<file path="config.mk">
export PLATFORM = sky130hd
export DESIGN_NAME = div_sqrt_arbiter_mvp_flat
export DESIGN_NICKNAME = d
export VERILOG_FILES = /design/src/rtl/div_sqrt_arbiter_mvp_if.sv /design/src/rtl/div_sqrt_arbiter_mvp.sv /design/src/flat_wrapper.sv
export SDC_FILE = /design/constraint.sdc
export NUM_CORES = 1
export LEC_CHECK = 0
export BUFFER_PORTS_ARGS = -buffer_cell sky130_fd_sc_hd__buf_2
export CAP_MARGIN = 20
export CORE_AREA = 2 2 220 222
export CTS_CLUSTER_DIAMETER = 100
export DETAILED_ROUTE_END_ITERATION = 8
export DIE_AREA = 0 0 222 224
export GPL_TIMING_DRIVEN = 0
export SLEW_MARGIN = 0
export SYNTH_ARGS = -nofsm -noshare
export SYNTH_HDL_FRONTEND = slang
export SYNTH_SLANG_ARGS = --single-unit
</file>
<file path="constraint.sdc">
create_clock -name Clk_CI -period 3.9 [get_ports Clk_CI]
set_input_delay 0.585 -clock Clk_CI [delete_from_list [all_inputs] [get_ports Clk_CI]]
set_output_delay 0.585 -clock Clk_CI [all_outputs]
set_load 0.005 [all_outputs]
</file>
<file path="src/rtl/div_sqrt_arbiter_mvp_if.sv">
// Bundles requester, core and response signals of the div/sqrt arbiter.
// slave: arbiter view; master: view of the surrounding requesters and core.
interface div_sqrt_arbiter_mvp_if #(
  parameter int NUM_REQ = 2
);
  logic [NUM_REQ-1:0]    Req_Valid_SI;
  logic [NUM_REQ-1:0]    Req_Ready_SO;
  logic [NUM_REQ-1:0]    Req_Sqrt_SI;
  logic [NUM_REQ*64-1:0] Req_Operand_a_DI;
  logic [NUM_REQ*64-1:0] Req_Operand_b_DI;
  logic [NUM_REQ*3-1:0]  Req_RM_DI;
  logic [NUM_REQ*2-1:0]  Req_Format_sel_DI;
  logic [NUM_REQ*6-1:0]  Req_Precision_ctl_DI;
  logic                  Core_Div_start_SO;
  logic                  Core_Sqrt_start_SO;
  logic [63:0]           Core_Operand_a_DO;
  logic [63:0]           Core_Operand_b_DO;
  logic [2:0]            Core_RM_SO;
  logic [1:0]            Core_Format_sel_SO;
  logic [5:0]            Core_Precision_ctl_SO;
  logic                  Core_Done_SI;
  logic [63:0]           Core_Result_DI;
  logic [4:0]            Core_Fflags_SI;
  logic [NUM_REQ-1:0]    Resp_Valid_SO;
  logic [NUM_REQ-1:0]    Resp_Ready_SI;
  logic [63:0]           Resp_Result_DO;
  logic [4:0]            Resp_Fflags_DO;
  logic                  Busy_SO;

  modport slave (
    input  Req_Valid_SI, Req_Sqrt_SI, Req_Operand_a_DI, Req_Operand_b_DI,
           Req_RM_DI, Req_Format_sel_DI, Req_Precision_ctl_DI,
           Core_Done_SI, Core_Result_DI, Core_Fflags_SI, Resp_Ready_SI,
    output Req_Ready_SO, Core_Div_start_SO, Core_Sqrt_start_SO,
           Core_Operand_a_DO, Core_Operand_b_DO, Core_RM_SO, Core_Format_sel_SO,
           Core_Precision_ctl_SO, Resp_Valid_SO, Resp_Result_DO, Resp_Fflags_DO,
           Busy_SO
  );

  modport master (
    output Req_Valid_SI, Req_Sqrt_SI, Req_Operand_a_DI, Req_Operand_b_DI,
           Req_RM_DI, Req_Format_sel_DI, Req_Precision_ctl_DI,
           Core_Done_SI, Core_Result_DI, Core_Fflags_SI, Resp_Ready_SI,
    input  Req_Ready_SO, Core_Div_start_SO, Core_Sqrt_start_SO,
           Core_Operand_a_DO, Core_Operand_b_DO, Core_RM_SO, Core_Format_sel_SO,
           Core_Precision_ctl_SO, Resp_Valid_SO, Resp_Result_DO, Resp_Fflags_DO,
           Busy_SO
  );
endinterface

</file>
<file path="src/rtl/div_sqrt_arbiter_mvp.sv">
// Round-robin arbiter/sequencer sharing one div/sqrt core between NUM_REQ requesters.
// Defining DIV_SQRT_ARB_TIMEOUT_EN adds a BUSY watchdog and the Timeout_SO port.
module div_sqrt_arbiter_mvp #(
  parameter int NUM_REQ = 2,
  parameter int ID_W    = (NUM_REQ > 1) ? $clog2(NUM_REQ) : 1
) (
  input  logic Clk_CI,
  input  logic Rst_RBI,
`ifdef DIV_SQRT_ARB_TIMEOUT_EN
  output logic Timeout_SO,
`endif
  div_sqrt_arbiter_mvp_if.slave bus
);
  localparam int C_RM = 3;
  localparam int C_FS = 2;
  localparam int C_PC = 6;

  typedef enum logic [1:0] {
    IDLE  = 2'd0,
    ISSUE = 2'd1,
    BUSY  = 2'd2,
    RESP  = 2'd3
  } state_e;

  state_e              state_q, state_d;
  logic [ID_W-1:0]     ptr_q, ptr_d;
  logic [ID_W-1:0]     id_q, id_d;
  logic                sqrt_q, sqrt_d;
  logic [63:0]         opa_q, opa_d;
  logic [63:0]         opb_q, opb_d;
  logic [C_RM-1:0]     rm_q, rm_d;
  logic [C_FS-1:0]     fs_q, fs_d;
  logic [C_PC-1:0]     pc_q, pc_d;
  logic [63:0]         res_q, res_d;
  logic [4:0]          ffl_q, ffl_d;
  logic                div_start_q, div_start_d;
  logic                sqrt_start_q, sqrt_start_d;
  logic                busy_q, busy_d;
  logic [NUM_REQ-1:0]  resp_vld_q, resp_vld_d;
  logic [NUM_REQ-1:0]  req_ready_s;
  logic                gnt_vld_s;
  logic [ID_W-1:0]     gnt_id_s;
  logic [ID_W:0]       sum_s;
  logic [ID_W:0]       idx_s;
`ifdef DIV_SQRT_ARB_TIMEOUT_EN
  logic [6:0]          to_cnt_q, to_cnt_d;
  logic                timeout_q, timeout_d;
`endif

  logic [63:0]     opa_arr_s [NUM_REQ];
  logic [63:0]     opb_arr_s [NUM_REQ];
  logic [C_RM-1:0] rm_arr_s  [NUM_REQ];
  logic [C_FS-1:0] fs_arr_s  [NUM_REQ];
  logic [C_PC-1:0] pc_arr_s  [NUM_REQ];

  for (genvar gi = 0; gi < NUM_REQ; gi++) begin : g_unpack
    assign opa_arr_s[gi] = bus.Req_Operand_a_DI[64*gi +: 64];
    assign opb_arr_s[gi] = bus.Req_Operand_b_DI[64*gi +: 64];
    assign rm_arr_s[gi]  = bus.Req_RM_DI[C_RM*gi +: C_RM];
    assign fs_arr_s[gi]  = bus.Req_Format_sel_DI[C_FS*gi +: C_FS];
    assign pc_arr_s[gi]  = bus.Req_Precision_ctl_DI[C_PC*gi +: C_PC];
  end

  // Scan downwards so the closest valid requester after the pointer is the last one written.
  always_comb begin
    gnt_vld_s = 1'b0;
    gnt_id_s  = '0;
    sum_s     = '0;
    idx_s     = '0;
    for (int k = NUM_REQ - 1; k >= 0; k--) begin
      sum_s     = {1'b0, ptr_q} + (ID_W+1)'(k);
      idx_s     = (sum_s >= (ID_W+1)'(NUM_REQ)) ? (sum_s - (ID_W+1)'(NUM_REQ)) : sum_s;
      gnt_vld_s = gnt_vld_s | bus.Req_Valid_SI[idx_s[ID_W-1:0]];
      gnt_id_s  = bus.Req_Valid_SI[idx_s[ID_W-1:0]] ? idx_s[ID_W-1:0] : gnt_id_s;
    end
  end

  always_comb begin
    state_d      = state_q;
    ptr_d        = ptr_q;
    id_d         = id_q;
    sqrt_d       = sqrt_q;
    opa_d        = opa_q;
    opb_d        = opb_q;
    rm_d         = rm_q;
    fs_d         = fs_q;
    pc_d         = pc_q;
    res_d        = res_q;
    ffl_d        = ffl_q;
    resp_vld_d   = resp_vld_q;
    div_start_d  = 1'b0;
    sqrt_start_d = 1'b0;
    req_ready_s  = '0;
`ifdef DIV_SQRT_ARB_TIMEOUT_EN
    to_cnt_d     = to_cnt_q;
    timeout_d    = 1'b0;
`endif
    case (state_q)
      IDLE: begin
        if (gnt_vld_s) begin
          req_ready_s[gnt_id_s] = 1'b1;
          id_d         = gnt_id_s;
          sqrt_d       = bus.Req_Sqrt_SI[gnt_id_s];
          opa_d        = opa_arr_s[gnt_id_s];
          opb_d        = opb_arr_s[gnt_id_s];
          rm_d         = rm_arr_s[gnt_id_s];
          fs_d         = fs_arr_s[gnt_id_s];
          pc_d         = pc_arr_s[gnt_id_s];
          ptr_d        = (gnt_id_s == ID_W'(NUM_REQ - 1)) ? '0 : (gnt_id_s + ID_W'(1));
          div_start_d  = ~bus.Req_Sqrt_SI[gnt_id_s];
          sqrt_start_d = bus.Req_Sqrt_SI[gnt_id_s];
          state_d      = ISSUE;
        end else begin
          state_d = IDLE;
        end
      end
      ISSUE: begin
`ifdef DIV_SQRT_ARB_TIMEOUT_EN
        to_cnt_d = 7'd0;
`endif
        state_d = BUSY;
      end
      BUSY: begin
        // Done takes priority over the watchdog when both land in the same cycle.
        if (bus.Core_Done_SI) begin
          res_d             = bus.Core_Result_DI;
          ffl_d             = bus.Core_Fflags_SI;
          resp_vld_d        = '0;
          resp_vld_d[id_q]  = 1'b1;
          state_d           = RESP;
        end
`ifdef DIV_SQRT_ARB_TIMEOUT_EN
        else if (to_cnt_q == 7'd99) begin
          res_d             = 64'h7FF8_0000_0000_0000;
          ffl_d             = 5'b10000;
          resp_vld_d        = '0;
          resp_vld_d[id_q]  = 1'b1;
          timeout_d         = 1'b1;
          state_d           = RESP;
        end else begin
          to_cnt_d = to_cnt_q + 7'd1;
          state_d  = BUSY;
        end
`else
        else begin
          state_d = BUSY;
        end
`endif
      end
      RESP: begin
        if (bus.Resp_Ready_SI[id_q]) begin
          resp_vld_d = '0;
          state_d    = IDLE;
        end else begin
          state_d = RESP;
        end
      end
      default: begin
        resp_vld_d = '0;
        state_d    = IDLE;
      end
    endcase
    busy_d = (state_d != IDLE);
  end

  always_ff @(posedge Clk_CI or negedge Rst_RBI) begin
    if (!Rst_RBI) begin
      state_q      <= IDLE;
      ptr_q        <= '0;
      id_q         <= '0;
      sqrt_q       <= 1'b0;
      opa_q        <= 64'd0;
      opb_q        <= 64'd0;
      rm_q         <= '0;
      fs_q         <= '0;
      pc_q         <= '0;
      res_q        <= 64'd0;
      ffl_q        <= 5'd0;
      resp_vld_q   <= '0;
      div_start_q  <= 1'b0;
      sqrt_start_q <= 1'b0;
      busy_q       <= 1'b0;
`ifdef DIV_SQRT_ARB_TIMEOUT_EN
      to_cnt_q     <= 7'd0;
      timeout_q    <= 1'b0;
`endif
    end else begin
      state_q      <= state_d;
      ptr_q        <= ptr_d;
      id_q         <= id_d;
      sqrt_q       <= sqrt_d;
      opa_q        <= opa_d;
      opb_q        <= opb_d;
      rm_q         <= rm_d;
      fs_q         <= fs_d;
      pc_q         <= pc_d;
      res_q        <= res_d;
      ffl_q        <= ffl_d;
      resp_vld_q   <= resp_vld_d;
      div_start_q  <= div_start_d;
      sqrt_start_q <= sqrt_start_d;
      busy_q       <= busy_d;
`ifdef DIV_SQRT_ARB_TIMEOUT_EN
      to_cnt_q     <= to_cnt_d;
      timeout_q    <= timeout_d;
`endif
    end
  end

  assign bus.Req_Ready_SO          = req_ready_s;
  assign bus.Core_Div_start_SO     = div_start_q;
  assign bus.Core_Sqrt_start_SO    = sqrt_start_q;
  assign bus.Core_Operand_a_DO     = opa_q;
  assign bus.Core_Operand_b_DO     = opb_q;
  assign bus.Core_RM_SO            = rm_q;
  assign bus.Core_Format_sel_SO    = fs_q;
  assign bus.Core_Precision_ctl_SO = pc_q;
  assign bus.Resp_Valid_SO         = resp_vld_q;
  assign bus.Resp_Result_DO        = res_q;
  assign bus.Resp_Fflags_DO        = ffl_q;
  assign bus.Busy_SO               = busy_q;
`ifdef DIV_SQRT_ARB_TIMEOUT_EN
  assign Timeout_SO                = timeout_q;
`endif
endmodule

</file>
<file path="src/flat_wrapper.sv">
// flat-port wrapper written by rule: the top's interface ports become plain ports
module div_sqrt_arbiter_mvp_flat 
#(
  parameter int NUM_REQ = 2,
  parameter int ID_W    = (NUM_REQ > 1) ? $clog2(NUM_REQ) : 1
)
  (Clk_CI, Rst_RBI, bus_Req_Valid_SI, bus_Req_Sqrt_SI, bus_Req_Operand_a_DI, bus_Req_Operand_b_DI, bus_Req_RM_DI, bus_Req_Format_sel_DI, bus_Req_Precision_ctl_DI, bus_Core_Done_SI, bus_Core_Result_DI, bus_Core_Fflags_SI, bus_Resp_Ready_SI, bus_Req_Ready_SO, bus_Core_Div_start_SO, bus_Core_Sqrt_start_SO, bus_Core_Operand_a_DO, bus_Core_Operand_b_DO, bus_Core_RM_SO, bus_Core_Format_sel_SO, bus_Core_Precision_ctl_SO, bus_Resp_Valid_SO, bus_Resp_Result_DO, bus_Resp_Fflags_DO, bus_Busy_SO);
  div_sqrt_arbiter_mvp_if #(.NUM_REQ(NUM_REQ)) bus_i ();
  input  logic Clk_CI;
  input  logic Rst_RBI;
  input wire logic [$bits(bus_i.Req_Valid_SI)-1:0] bus_Req_Valid_SI;
  input wire logic [$bits(bus_i.Req_Sqrt_SI)-1:0] bus_Req_Sqrt_SI;
  input wire logic [$bits(bus_i.Req_Operand_a_DI)-1:0] bus_Req_Operand_a_DI;
  input wire logic [$bits(bus_i.Req_Operand_b_DI)-1:0] bus_Req_Operand_b_DI;
  input wire logic [$bits(bus_i.Req_RM_DI)-1:0] bus_Req_RM_DI;
  input wire logic [$bits(bus_i.Req_Format_sel_DI)-1:0] bus_Req_Format_sel_DI;
  input wire logic [$bits(bus_i.Req_Precision_ctl_DI)-1:0] bus_Req_Precision_ctl_DI;
  input wire logic [$bits(bus_i.Core_Done_SI)-1:0] bus_Core_Done_SI;
  input wire logic [$bits(bus_i.Core_Result_DI)-1:0] bus_Core_Result_DI;
  input wire logic [$bits(bus_i.Core_Fflags_SI)-1:0] bus_Core_Fflags_SI;
  input wire logic [$bits(bus_i.Resp_Ready_SI)-1:0] bus_Resp_Ready_SI;
  output wire logic [$bits(bus_i.Req_Ready_SO)-1:0] bus_Req_Ready_SO;
  output wire logic [$bits(bus_i.Core_Div_start_SO)-1:0] bus_Core_Div_start_SO;
  output wire logic [$bits(bus_i.Core_Sqrt_start_SO)-1:0] bus_Core_Sqrt_start_SO;
  output wire logic [$bits(bus_i.Core_Operand_a_DO)-1:0] bus_Core_Operand_a_DO;
  output wire logic [$bits(bus_i.Core_Operand_b_DO)-1:0] bus_Core_Operand_b_DO;
  output wire logic [$bits(bus_i.Core_RM_SO)-1:0] bus_Core_RM_SO;
  output wire logic [$bits(bus_i.Core_Format_sel_SO)-1:0] bus_Core_Format_sel_SO;
  output wire logic [$bits(bus_i.Core_Precision_ctl_SO)-1:0] bus_Core_Precision_ctl_SO;
  output wire logic [$bits(bus_i.Resp_Valid_SO)-1:0] bus_Resp_Valid_SO;
  output wire logic [$bits(bus_i.Resp_Result_DO)-1:0] bus_Resp_Result_DO;
  output wire logic [$bits(bus_i.Resp_Fflags_DO)-1:0] bus_Resp_Fflags_DO;
  output wire logic [$bits(bus_i.Busy_SO)-1:0] bus_Busy_SO;
  assign bus_i.Req_Valid_SI = bus_Req_Valid_SI;
  assign bus_i.Req_Sqrt_SI = bus_Req_Sqrt_SI;
  assign bus_i.Req_Operand_a_DI = bus_Req_Operand_a_DI;
  assign bus_i.Req_Operand_b_DI = bus_Req_Operand_b_DI;
  assign bus_i.Req_RM_DI = bus_Req_RM_DI;
  assign bus_i.Req_Format_sel_DI = bus_Req_Format_sel_DI;
  assign bus_i.Req_Precision_ctl_DI = bus_Req_Precision_ctl_DI;
  assign bus_i.Core_Done_SI = bus_Core_Done_SI;
  assign bus_i.Core_Result_DI = bus_Core_Result_DI;
  assign bus_i.Core_Fflags_SI = bus_Core_Fflags_SI;
  assign bus_i.Resp_Ready_SI = bus_Resp_Ready_SI;
  assign bus_Req_Ready_SO = bus_i.Req_Ready_SO;
  assign bus_Core_Div_start_SO = bus_i.Core_Div_start_SO;
  assign bus_Core_Sqrt_start_SO = bus_i.Core_Sqrt_start_SO;
  assign bus_Core_Operand_a_DO = bus_i.Core_Operand_a_DO;
  assign bus_Core_Operand_b_DO = bus_i.Core_Operand_b_DO;
  assign bus_Core_RM_SO = bus_i.Core_RM_SO;
  assign bus_Core_Format_sel_SO = bus_i.Core_Format_sel_SO;
  assign bus_Core_Precision_ctl_SO = bus_i.Core_Precision_ctl_SO;
  assign bus_Resp_Valid_SO = bus_i.Resp_Valid_SO;
  assign bus_Resp_Result_DO = bus_i.Resp_Result_DO;
  assign bus_Resp_Fflags_DO = bus_i.Resp_Fflags_DO;
  assign bus_Busy_SO = bus_i.Busy_SO;
  div_sqrt_arbiter_mvp #(.NUM_REQ(NUM_REQ), .ID_W(ID_W)) u_core (.Clk_CI(Clk_CI), .Rst_RBI(Rst_RBI), .bus(bus_i));
endmodule
</file>
; ---- Yosys cells after proc, flatten, opt, wreduce, memory -nomap -nowiden
; Cells that the tools add are included.
[word_totals]
regBits = 217
in_bits = 356
out_inout_bits = 215
wordCells = 88
[classes]
addsub = 4
magnitude_cmp = 9
eq_ne = 5
n_mux = 45
n_bitwise = 3
reduce_logical = 8
[op_table]
columns = cell, n
row1 = $mux 64, 6
row2 = $mux 1, 21
row3 = $mux 6, 3
row4 = $mux 2, 8
row5 = $mux 3, 3
row6 = $lt 1x2->1 const B, 4
row7 = $pmux 2 s4, 1
row8 = $eq 2x2->1 const B, 2
row9 = $ge 2x2->1 const B, 2
row10 = $pmux 2 s2, 1
row11 = $reduce_and 2->1, 2
row12 = $reduce_bool 2->1, 2
row13 = $reduce_and 3->1, 1
row14 = $add 1x1->2 const B, 1
row15 = $demux 1 s1, 2
row16 = $eq 2x1->1 const B, 1
row17 = $ge 1x1->1 const B, 2
row18 = $ge 1x2->1 const B, 1
row19 = $logic_and 1x1->1, 2
row20 = $logic_not 2->1, 1
row21 = $ne 2x1->1 const B, 1
row22 = $ne 2x2->1 const B, 1
row23 = $not 1->2, 1
row24 = $sub 1x1->1 const B, 2
row25 = other kinds (3), 3

; ---- Longest topological paths before layout
[logic_depth]
depth_word = 13
mapped_depth = 6
depth_no_buf = 3

; ---- Worst setup path after synthesis
; OpenSTA, ideal clock, no wires.
[synth_timing]
path_type = input-to-output
startpoint = input port bus_Req_Valid_SI[0]
endpoint = output port bus_Req_Ready_SO[1]
arrival_ns = 1.209
t_required_ns = 3.315
setup_slack_ns = 2.106
stages = 4
n_path_buf = 2
cell_sequence = nand2b_1 and3_1 buf_2 clkbuf_1
[synth_between]
elab_chain_len = 10
word_cells_on_any_way = 14
cone_classes = order compare: 2 / mux: 10 / bitwise: 1 / reduce/logical: 1
[synth_rtl]
columns = item, line_no
row1 = "start, declared", flat_wrapper.sv:11  ; input wire logic [$bits(bus_i.Req_Valid_SI)-1:0] bus_Req_Valid_SI;
row2 = $mux 1 (implied by the code) (2 in a row), "div_sqrt_arbiter_mvp.sv:73, div_sqrt_arbiter_mvp.sv:74"
row3 = $mux 1 (2 in a row), div_sqrt_arbiter_mvp.sv:74  ; gnt_id_s = bus.Req_Valid_SI[idx_s[ID_W-1:0]] ? idx_s[ID_W-1:0] : gnt_id_s;
row4 = $lt 1x2->1 (implied by the code) / $ge 1x1->1 (equally long branches), div_sqrt_arbiter_mvp.sv:101  ; req_ready_s[gnt_id_s] = 1'b1;
row5 = $logic_and 1x1->1 (implied by the code), div_sqrt_arbiter_mvp.sv:101
row6 = $mux 1 (implied by the code), div_sqrt_arbiter_mvp.sv:101
row7 = $demux 1 s1, -
row8 = $mux 2 *, div_sqrt_arbiter_mvp.sv:100  ; if (gnt_vld_s) begin
row9 = $mux 2 *, div_sqrt_arbiter_mvp.sv:98  ; case (state_q)
row10 = "end, declared", flat_wrapper.sv:22  ; output wire logic [$bits(bus_i.Req_Ready_SO)-1:0] bus_Req_Ready_SO;
; Every way passes the cells marked *; elsewhere a longest branch is shown, timed or not. The select of a mux whose other input is x is not followed.

; ---- Worst setup path after layout
[layout_timing]
startpoint = register u_core.state_q[1]
endpoint = output port bus_Req_Ready_SO[0]
[layout_between]
elab_chain_len = 2
[layout_rtl]
columns = item, line_no
row1 = "start, declared", div_sqrt_arbiter_mvp.sv:25  ; state_e state_q, state_d;
row2 = "start signal, assigned", div_sqrt_arbiter_mvp.sv:188  ; state_q <= state_d;
row3 = $logic_not 2->1, div_sqrt_arbiter_mvp.sv:98
row4 = $mux 2, div_sqrt_arbiter_mvp.sv:98
; Every way passes these cells.

==> results.sh <==
export IMPL_p_seq_frac=0.368
export IMPL_path_clk_slew_ps=60
export IMPL_coreArea_um2=47350
export IMPL_grt_max_degree=82
export IMPL_via_count=8638
export IMPL_pwr_share_comb=0.404
export IMPL_ant_nets=0
export IMPL_routed_wl_mm=36.83
export IMPL_sw_frac_of_total=0.3290
export IMPL_crit_type="reg -> out"
export IMPL_die_w_um=222
export IMPL_ir_drop_v=0.0003618
export IMPL_grt_pass1_vias=9047
export IMPL_area_growth_pct=49.30
export IMPL_vias_per_cell=4.546
export IMPL_gp_congestion=0.8479
export IMPL_cp_start_kind="flop"
export IMPL_syn_inst=662
export IMPL_post_route_period_util=0.7639
export IMPL_grtUsageTotal=0.1412
export IMPL_grt_pass1_wl_mm=54.33
export IMPL_syn_cell_area_um2=9269
export IMPL_hold_viol=0
export IMPL_drtPass1Iterations=7
export IMPL_p_leak_uw=0.006929
export IMPL_hpwl_mm=29.38
export IMPL_final_setup_tns_ps=0
export IMPL_cts_num_sinks=217
export IMPL_cts_root_buf="clkbuf_16"
export IMPL_layout_area_seq_um2=5430
export IMPL_die_y_um=224
export IMPL_setup_viol_count_final=0
export IMPL_ys_seq_elements=217
export IMPL_power_density_nw_per_um2=775.3
export IMPL_clk_latency_ps=550
export IMPL_syn_avg_cell_area_um2=14.00
export IMPL_initial_core_util=0.1958
export IMPL_layout_commonest_cell="buf_2"
export IMPL_layout_min_cycle_time_ps=2979
export IMPL_slew_headroom=0.5194
export IMPL_clock_skew_ps=15.24
export IMPL_max_freq_mhz=335.7
export IMPL_numCtsBuffers=27
export IMPL_status="completed"
export IMPL_pre_cts_ws_ps=1403
export IMPL_grt_setup_unrepaired="no"
export IMPL_worstMarginPinSlew_ps=720.9
export IMPL_holdCritPathClass="in -> reg"
export IMPL_layout_nets=1620
export IMPL_syn_nets=1018
export IMPL_die_area_um2=49730
export IMPL_yosysSeqAreaShare=0.5859
export IMPL_maxSlewViolCount=0
export IMPL_yosysWarnings=0
export IMPL_cap_violations=0
export IMPL_clkPwrFrac=0.228
export IMPL_io_buffers=570
export IMPL_drt_iter0_drc=523
export IMPL_arrival_ps=2390
export IMPL_end_kind="primary output"
export IMPL_setup_ws_ps=920.7
export IMPL_cp_max_fo=10
export IMPL_drive_above_1_share=0.5740
export IMPL_final_cell_mix="buf_2 (597), dfrtp_1 (217), o21a_1 (139), a221o_1 (139), mux2_2 (69)"
export IMPL_rows=80
export IMPL_p_int_uw=7199
export IMPL_cts_buffer_depth=3
export IMPL_antenna_found_initial=3
export IMPL_worstPathRequired_ps=3310
export IMPL_drc=0
export IMPL_ys_types=23
export IMPL_htree_levels=1
export IMPL_nFillCells=4917
export IMPL_multi_input_area_um2=3361
export IMPL_overflow=0
export IMPL_num_io_pins=571
export IMPL_ctsResizeCount=0
export IMPL_wl_per_cell_um=19.38
export IMPL_switchingPower_uw=3530
export IMPL_cts_tree="yes"
## cells by family (layout without fill, tap and decap cells)
family                 after synthesis  after routing  synth area share
AOI/OAI and AO/OA                  286            286            0.2684
DFF                                217            217            0.5859
buffers and inverters               72            694           0.05156
muxes                               70             70           0.08491
and+or+nand+nor                     17             17          0.009314
other                                0              1                 0
## state kept, by name, indices dropped and copies added (netlist names), 2 cells and up
name                              cells
u_core.bus.Core_Format_sel_SO         2
u_core.bus.Core_Operand_a_DO         64
u_core.bus.Core_Operand_b_DO         64
u_core.bus.Core_Precision_ctl_SO      6
u_core.bus.Core_RM_SO                 3
u_core.bus.Resp_Fflags_DO             5
u_core.bus.Resp_Result_DO            64
u_core.bus.Resp_Valid_SO              2
u_core.state_q                        2
## metal layers
metal	up-vias	global-route usage	part of all wire
li1	3815	-	-
met1	4297	0.1638	0.39
met2	446	0.2428	0.49
met3	78	0.03712	0.081
met4	2	0.06779	0.042
met5	-	0	0.00027
## per-stage QoR
step	instance area [um2]	std cells	hold slack [ps]	total power [uW]	utilization
detailed placement	12960	1849	485.5	8337	0.2737
global placement	12890	1847	482.8	8231	0.2723
floorplan	9269	662	289.4	6245	-
finish	13840	1900	258.6	10730	0.2923
CTS	13840	1899	232.8	10860	0.2922
global route	13840	1900	243.3	11380	0.2923
## synth_stat cells, drive strengths merged
library cell | count | area share
nand2b | 1 | 0.00068
dfrtp | 217 | 0.59
or2 | 1 | 0.00068
nand3b | 1 | 0.00081
a21bo | 1 | 0.0011
a21o | 2 | 0.0016
nand3 | 3 | 0.0016
buf | 53 | 0.044
clkbuf | 18 | 0.0073
a21oi | 1 | 0.00054
o22ai | 2 | 0.0013
nand2 | 4 | 0.0016
inv | 1 | 0.00040
mux2i | 1 | 0.0011
a221o | 139 | 0.15
and3b | 1 | 0.00095
nor2 | 4 | 0.0016
o21ai | 2 | 0.0011
mux2 | 69 | 0.084
o21a | 139 | 0.11
and3 | 2 | 0.0013
## power by group through the flow
stage	sequential (uW)	clock, uW	combinational [uW]
6_report	3950	2450	4330
5_1_grt	4070	2610	4700
4_1_cts	3940	2530	4400
3_5_place_dp	3960	0	4380
3_3_place_gp	3940	0	4290
2_1_floorplan	3980	0	2260
## layout make-up
class / instances / area share
Antenna cell: 1 / 0.0001808
Buffer: 71 / 0.03427
Clock buffer: 39 / 0.05714
Clock inverter: 10 / 0.005696
Inverter: 1 / 0.0002712
Multi-Input combinational cell: 373 / 0.2429
Sequential cell: 217 / 0.3924
Tap cell: 615 / 0.05561
Timing Repair Buffer: 573 / 0.2116
## timing repair
action                                  CTS  global route
endpoints found under the setup margin    0             0
setup buffers                             0             0
hold buffers                              1             0
hold endpoints to repair                 17             0
## worst max-delay path, stage by stage (launching register included)
cell      delay (ps)
dfrtp_1          410
nor2_1           240
and3_1           190
buf_2            200
clkbuf_1         560
buf_2            240
## path summary, 6_finish.rpt
| kind | depth (start not counted) | slack [ps] | from | endpoint |
|---|---|---|---|---|
| setup / recovery | 5 | 920 | u_core.state_q[1] | bus_Req_Ready_SO[0] |
| hold / removal | 2 | 260 | bus_Core_Result_DI[13] | u_core.bus.Resp_Result_DO[13] |
| setup reg to reg | 6 | 1790 | u_core.state_q[1] | u_core.bus.Core_Operand_b_DO[60] |
| hold reg to reg | 1 | 500 | u_core.bus.Resp_Result_DO[14] | u_core.bus.Resp_Result_DO[14] |
| max in group asynchronous | 3 | 2540 | Rst_RBI | u_core.bus.Core_Operand_b_DO[43] |
| min in group asynchronous | 2 | 550 | Rst_RBI | u_core.bus.Resp_Result_DO[30] |
(Power assumes the default switching activity.)
